<file path="src/rtl/ren_conv_pkg.sv">
// Shared definitions for the convolver result-drain block.
//   drain_state_e     : drain FSM state encoding
//   RESULT_WIN_OFFSET : byte offset of the result RAM window in the convolver map
//   LANES             : bytes packed per stream word
//   keep_mask()       : byte-keep mask for a given number of filled lanes
package ren_conv_pkg;

  localparam int unsigned LANES = 4;
  localparam logic [9:0] RESULT_WIN_OFFSET = 10'h300;

  typedef enum logic [2:0] {
    StIdle = 3'd0,
    StReq  = 3'd1,
    StGap  = 3'd2,
    StOut  = 3'd3,
    StDone = 3'd4
  } drain_state_e;

  // (1 << filled) - 1, computed one bit wider so filled == LANES gives all ones.
  function automatic logic [LANES-1:0] keep_mask(input logic [2:0] filled);
    logic [LANES:0] m;
    m = ({{LANES{1'b0}}, 1'b1} << filled) - 1'b1;
    return m[LANES-1:0];
  endfunction

endpackage

</file>
<file path="src/rtl/ren_byte_packer.sv">
// Little-endian byte packer: collects up to LANES bytes into one stream word.
//   clk, reset : clock, synchronous active-high reset
//   clr_i      : drop the current word (after a handshake or an abort)
//   wr_i       : write byte_i into lane lane_i; last_i marks the drain's final entry
//   data_o     : packed word, lane j in bits [8j+7:8j]; unwritten lanes read 0
//   keep_o     : mask of filled lanes
//   last_o     : word holds the final entry of the drain
module ren_byte_packer
  import ren_conv_pkg::*;
(
  input  logic               clk,
  input  logic               reset,
  input  logic               clr_i,
  input  logic               wr_i,
  input  logic [1:0]         lane_i,
  input  logic [7:0]         byte_i,
  input  logic               last_i,
  output logic [8*LANES-1:0] data_o,
  output logic [LANES-1:0]   keep_o,
  output logic               last_o
);

  logic [LANES-1:0][7:0] lane_q;
  logic [2:0]            fill_q;
  logic                  last_q;

  // Lanes fill in order, so the fill count is simply the last written lane + 1.
  always_ff @(posedge clk) begin
    if (reset || clr_i) begin
      lane_q <= '0;
      fill_q <= '0;
      last_q <= 1'b0;
    end else if (wr_i) begin
      lane_q[lane_i] <= byte_i;
      fill_q         <= {1'b0, lane_i} + 3'd1;
      last_q         <= last_i;
    end
  end

  assign data_o = lane_q;
  assign keep_o = keep_mask(fill_q);
  assign last_o = last_q;

endmodule

</file>
<file path="src/rtl/ren_conv_result_drain.sv">
// Result drain: reads count 8-bit entries from the convolver result window with single
// Wishbone read cycles and streams them packed four per 32-bit word (valid/ready, keep, last).
//   clk, reset           : clock, synchronous active-high reset
//   start, base_addr,
//   count                : drain request, sampled in idle only
//   busy, done           : drain in progress, one-cycle completion/abort pulse
//   wbm_*                : Wishbone master (read only, full byte select)
//   m_valid, m_data,
//   m_keep, m_last,
//   m_ready              : packed result stream
//   err                  : sticky ack-timeout abort flag
// Optional: define REN_DRAIN_TIMEOUT_EN to abort a read whose ack does not arrive within
// TIMEOUT_CYCLES; without it a read waits indefinitely and err is 0.
module ren_conv_result_drain
  import ren_conv_pkg::*;
#(
  parameter int unsigned RSLT_ADDR_WIDTH = 6,
  parameter int unsigned ADDR_WIDTH      = 32,
  parameter int unsigned TIMEOUT_CYCLES  = 16
) (
  input  logic                      clk,
  input  logic                      reset,
  input  logic                      start,
  input  logic [ADDR_WIDTH-1:0]     base_addr,
  input  logic [RSLT_ADDR_WIDTH:0]  count,
  output logic                      busy,
  output logic                      done,
  output logic                      wbm_cyc_o,
  output logic                      wbm_stb_o,
  output logic                      wbm_we_o,
  output logic [3:0]                wbm_sel_o,
  output logic [ADDR_WIDTH-1:0]     wbm_adr_o,
  input  logic [31:0]               wbm_dat_i,
  input  logic                      wbm_ack_i,
  output logic                      m_valid,
  output logic [31:0]               m_data,
  output logic [3:0]                m_keep,
  output logic                      m_last,
  input  logic                      m_ready,
  output logic                      err
);

  localparam int unsigned IW = RSLT_ADDR_WIDTH + 1;

  drain_state_e          state_q;
  logic                  busy_q, done_q, cyc_q, valid_q;
  logic [ADDR_WIDTH-1:0] base_q, adr_q, next_adr;
  logic [IW-1:0]         count_q, idx_q, idx_inc;
  logic                  cap, last_ent, word_full, out_hs, tmo_hit;

  assign idx_inc   = idx_q + 1'b1;
  assign cap       = (state_q == StReq) && wbm_ack_i;
  assign last_ent  = (idx_inc == count_q);
  assign word_full = (idx_q[1:0] == 2'd3);
  assign out_hs    = (state_q == StOut) && m_ready;
  assign next_adr  = base_q + (ADDR_WIDTH'(idx_q) << 2);

`ifdef REN_DRAIN_TIMEOUT_EN
  localparam int unsigned TmoW = $clog2(TIMEOUT_CYCLES + 1);

  logic [TmoW-1:0] tmo_q;
  logic            err_q;

  assign tmo_hit = (state_q == StReq) && !wbm_ack_i &&
                   (tmo_q == TmoW'(TIMEOUT_CYCLES - 1));

  // Held at zero outside REQ, so every entry into REQ starts a fresh count.
  always_ff @(posedge clk) begin
    if (reset) begin
      tmo_q <= '0;
      err_q <= 1'b0;
    end else begin
      if ((state_q == StIdle) && start) begin
        err_q <= 1'b0;
      end else if (tmo_hit) begin
        err_q <= 1'b1;
      end
      if (state_q != StReq) begin
        tmo_q <= '0;
      end else if (!wbm_ack_i) begin
        tmo_q <= tmo_q + 1'b1;
      end
    end
  end

  assign err = err_q;
`else
  logic [31:0] unused_tmo;
  assign unused_tmo = 32'(TIMEOUT_CYCLES);
  assign tmo_hit    = 1'b0;
  assign err        = 1'b0;
`endif

  always_ff @(posedge clk) begin
    if (reset) begin
      state_q <= StIdle;
      busy_q  <= 1'b0;
      done_q  <= 1'b0;
      cyc_q   <= 1'b0;
      valid_q <= 1'b0;
      base_q  <= '0;
      adr_q   <= '0;
      count_q <= '0;
      idx_q   <= '0;
    end else begin
      done_q <= 1'b0;
      unique case (state_q)
        StIdle: begin
          if (start) begin
            base_q  <= base_addr;
            count_q <= count;
            idx_q   <= '0;
            busy_q  <= 1'b1;
            if (count == '0) begin
              state_q <= StDone;
            end else begin
              state_q <= StReq;
              cyc_q   <= 1'b1;
              adr_q   <= base_addr;
            end
          end
        end
        StReq: begin
          if (wbm_ack_i) begin
            cyc_q <= 1'b0;
            idx_q <= idx_inc;
            if (word_full || last_ent) begin
              state_q <= StOut;
              valid_q <= 1'b1;
            end else begin
              state_q <= StGap;
            end
          end else if (tmo_hit) begin
            cyc_q   <= 1'b0;
            state_q <= StDone;
          end
        end
        // One dead bus cycle so the slave's ack is gone before the next strobe.
        StGap: begin
          state_q <= StReq;
          cyc_q   <= 1'b1;
          adr_q   <= next_adr;
        end
        StOut: begin
          if (m_ready) begin
            valid_q <= 1'b0;
            state_q <= (idx_q == count_q) ? StDone : StGap;
          end
        end
        StDone: begin
          done_q  <= 1'b1;
          busy_q  <= 1'b0;
          state_q <= StIdle;
        end
        default: state_q <= StIdle;
      endcase
    end
  end

  ren_byte_packer u_packer (
    .clk    (clk),
    .reset  (reset),
    .clr_i  (out_hs || tmo_hit),
    .wr_i   (cap),
    .lane_i (idx_q[1:0]),
    .byte_i (wbm_dat_i[7:0]),
    .last_i (last_ent),
    .data_o (m_data),
    .keep_o (m_keep),
    .last_o (m_last)
  );

  logic [23:0] unused_dat;
  assign unused_dat = wbm_dat_i[31:8];

  assign busy      = busy_q;
  assign done      = done_q;
  assign wbm_cyc_o = cyc_q;
  assign wbm_stb_o = cyc_q;
  assign wbm_we_o  = 1'b0;
  assign wbm_sel_o = 4'hF;
  assign wbm_adr_o = adr_q;
  assign m_valid   = valid_q;

endmodule

</file>
<file path="config.mk">
export PLATFORM = sky130hd
export DESIGN_NAME = ren_conv_result_drain
export DESIGN_NICKNAME = d
export VERILOG_FILES = /design/src/rtl/ren_conv_pkg.sv /design/src/rtl/ren_byte_packer.sv /design/src/rtl/ren_conv_result_drain.sv
export SDC_FILE = /design/constraint.sdc
export NUM_CORES = 1
export LEC_CHECK = 0
export BUFFER_PORTS_ARGS = -buffer_cell sky130_fd_sc_hd__buf_4
export CAP_MARGIN = 40
export CORE_MARGIN = 2
export CORE_UTILIZATION = 50
export DETAILED_ROUTE_END_ITERATION = 8
export PLACE_DENSITY = 0.85
export SKIP_LAST_GASP = 1
export SLEW_MARGIN = 20
export SYNTH_ARGS = -nofsm -noshare
export SYNTH_HDL_FRONTEND = slang
export SYNTH_HIERARCHICAL = 1
export SYNTH_SLANG_ARGS = --single-unit
</file>
<file path="constraint.sdc">
create_clock -name clk -period 3.4 [get_ports clk]
set_input_delay 0.17 -clock clk [delete_from_list [all_inputs] [get_ports clk]]
set_output_delay 0.17 -clock clk [all_outputs]
set_load 0.01 [all_outputs]
</file>
==> flow_metrics.py <==
metrics = {
    "clock_tree": {
        "cts_tree": "built",
        "htreeDepth": 4,
        "numCtsBuffers": 17,
        "worst_skew_pair.late_latency_ns": 0.43,
        "tritoncts_num_sinks": 121,
        "cts_max_path_buffers": 2,
        "root_buffer": "clkbuf_16",
        "cts_resized": 0,
        "cts.clk_slew.worst_paths_ns": 0.05,
    },
    "final_layout": {
        "layout_common_cells": "buf_4 (140), dfxtp_1 (121), nand2_1 (112), a21oi_1 (83), nand3_1 (53)",
        "layout.area.seq_um2": 2420,
        "nNetsFinal": 985,
        "insertedDiodeCount": 0,
        "multiInputGateArea_um2": 3670,
        "drive_gt1_frac": 0.262,
        "mostFrequentLayoutCell": "buf_4",
        "layout.filler_cells": 1054,
        "area_delta_synth_final_pct": 24.3,
    },
    "floorplanning": {
        "fp-row-count": 41,
        "die_width_um": 119,
        "coreArea_um2": 12700,
        "num_ports": 156,
        "die_height_um": 119,
        "dieArea_um2": 14100,
        "start_util": 0.516,
    },
    "global_route": {
        "grt_max_degree": 50,
        "global_route.overflow_total": 0,
        "grt_util_all_layers": 0.252,
        "grt_antenna_before_repair": 0,
        "first_global_vias": 5815,
        "grt_pass1_wl_um": 28900,
    },
    "critical_path": {
        "worstSetupStartpointType": "flop",
        "worst-endpoint-required_ns": 3.71,
        "worst_ep_arrival_time_ns": 3.05,
        "cp-end-kind": "flop",
        "timing.setup.critical_path_class": "reg2reg",
        "worst-path-max-fanout": 7,
    },
    "yosys": {
        "seq_area_frac_synth": 0.369,
        "portion_of_synthesized_cell_area_occupied_by_the_leading_cell_type": 0.369,
        "synth.area.top_cells": "dfxtp_1 (37%), nand2_1 (6.4%), a21oi_1 (6.3%), nand3_1 (4.0%), a21bo_2 (4.0%)",
        "yosysUniqueCellTypes": 67,
        "synth_top_flop_cell": "dfxtp_1",
        "syn_avg_cell_area_um2": 8.32,
        "syn_inst": 789,
        "synth.cell_area_um2": 6570,
        "ys_async_sr_fraction": 0,
        "synthesis.yosys.warnings": 6,
        "synth-seq-cells": 121,
        "synth_area_leader": "dfxtp_1",
        "synth_edf_count": 0,
    },
    "timing": {
        "timing.final.crit_share": 0.805,
        "hold_viol": 0,
        "period_needed_ns": 2.74,
        "slew_headroom": 0.462,
        "timing.clock.skew_ns": 0.0114,
        "timing_max_transition_violations_final": 0,
        "fmax_mhz": 365,
        "setup_viol_count_final": 0,
        "final.setup.tns_ns": 0,
        "grt_setup_unrepaired": "no",
        "hold-worst-slack_ns": 0.000828,
        "timing_worst_slew_pin_value_ns": 0.807,
    },
    "drt": {
        "drt_wl_total_um": 17800,
        "drc_errors": 0,
        "vias_per_cell": 5.88,
        "drt-wirelength-per-cell_um": 16.4,
        "detailed_router_iteration_count_before_antenna_repair": 5,
        "total_via_count_after_detailed_routing": 6349,
        "drtAntennaViolNets": 0,
        "drt_iter0_drc": 562,
    },
    "power_and_ir_drop": {
        "vdd_ir_drop_max_mv": 0.370,
        "leakagePower_uw": 0.00329,
        "power_density_nw_per_um2": 500,
    },
    "placement": {
        "gp_congestion": 0.855,
        "hpwl_um": 11600,
        "numPortBuffers": 125,
    },
    "outcome": {
        "status": "finished clean",
    },
    "run": {
        "max_cap_violations": 0,
    },
    "worst_hold_path": {
        "min-delay-path-class": "in2reg",
    },
}
-- final timing paths --
check,startpoint,depth (start not counted),slack [ns],end
max,base_q[2]$_SDFFE_PP0P_,8,0.66,wbm_adr_o[28]$_SDFFE_PP0P_
min,base_addr[0],3,0.0008,base_q[0]$_SDFFE_PP0P_
max reg2reg,base_q[2]$_SDFFE_PP0P_,8,0.66,wbm_adr_o[28]$_SDFFE_PP0P_
min reg2reg,base_q[0]$_SDFFE_PP0P_,2,0.45,base_q[0]$_SDFFE_PP0P_
-- power breakdown --
group          switching [uW]  leakage (uW)  internal (uW)
logic                     392       0.00201            306
registers                92.0      0.000989           1520
clock network             629      0.000290           1150
total                    1110       0.00329           2970
-- layer usage --
metal / track usage / share of wire
met3: 0.0623 / 0.074
met4: 0.108 / 0.021
met2: 0.409 / 0.48
met1: 0.318 / 0.42
met5: 0 / 0
-- cell usage after synthesis (5+ instances only) --
| master | number |
|---|---|
| a21o_1 | 9 |
| mux2i_1 | 6 |
| nand3b_1 | 12 |
| buf_4 | 9 |
| a21oi_1 | 83 |
| buf_2 | 8 |
| o22ai_1 | 9 |
| nor2_1 | 39 |
| a311oi_1 | 9 |
| nor4_1 | 5 |
| a21bo_1 | 6 |
| a21bo_2 | 26 |
| xor2_1 | 7 |
| or3_1 | 11 |
| buf_6 | 19 |
| ha_1 | 13 |
| nand3_1 | 53 |
| nor3_1 | 25 |
| nor2b_1 | 5 |
| clkbuf_1 | 33 |
| a211oi_1 | 17 |
| dfxtp_1 | 121 |
| xnor2_1 | 17 |
| nand2_1 | 112 |
| inv_1 | 7 |
| nand4_1 | 12 |
| and3_1 | 17 |
| a21oi_2 | 27 |
| o21ai_0 | 8 |
-- worst max-delay path, stage by stage, from the launching register on --
cell       delay (ns)
dfxtp_1          0.35
ha_1             0.20
inv_1            0.06
fa_1             0.37
nor2b_1          0.26
o2111ai_1        0.40
a31oi_1          0.58
o22ai_1          0.12
a311o_1          0.28
-- area by class of cell --
| class | instances | share of cell area |
|---|---|---|
| Multi-Input combinational cell | 590 | 0.449 |
| Sequential cell | 121 | 0.297 |
| Timing Repair Buffer | 156 | 0.152 |
| Clock buffer | 24 | 0.0602 |
| Tap cell | 172 | 0.0264 |
| Clock inverter | 8 | 0.0113 |
| Inverter | 9 | 0.00429 |
-- per-stage QoR --
stage | instances | instance area (um2) | setup WS, ns | util | total power [uW]
floorplan | 793 | 6580 | 0.931 | - | 2060
global placement | 1033 | 7410 | 0.842 | 0.583 | 2280
detailed placement | 1034 | 7440 | 0.814 | 0.585 | 2310
CTS | 1080 | 8160 | 0.755 | 0.642 | 4080
global route | 1080 | 8160 | 0.550 | 0.642 | 4230
finish | 1080 | 8160 | 0.662 | 0.642 | 4090
-- flip-flops by register name, indices dropped and copies added, names as in the netlist --
name and cells:
wbm_cyc_o 1, wbm_adr_o 32, done 1, u_packer/last_o 1, u_packer/data_o 32, u_packer/fill_q 3
m_valid 1, base_q 32, count_q 7, busy 1, idx_q 7, state_q 3
-- timing repair --
item	in CTS	in global routing
hold endpoints to repair	14	0
buffers inserted	0	0
setup endpoints to repair	0	0
hold buffers	14	0
-- kinds of logic after synthesis --
family	count (synthesis)	synth area share
compound gates	225	0.246
xor+xnor	24	0.0320
fa+ha+maj	14	0.0278
buf+inv	82	0.0772
flops	121	0.369
mux	6	0.00914
other cells	2	0.00114
simple gates	315	0.238
No activity file was read; power rests on OpenSTA's default activity.
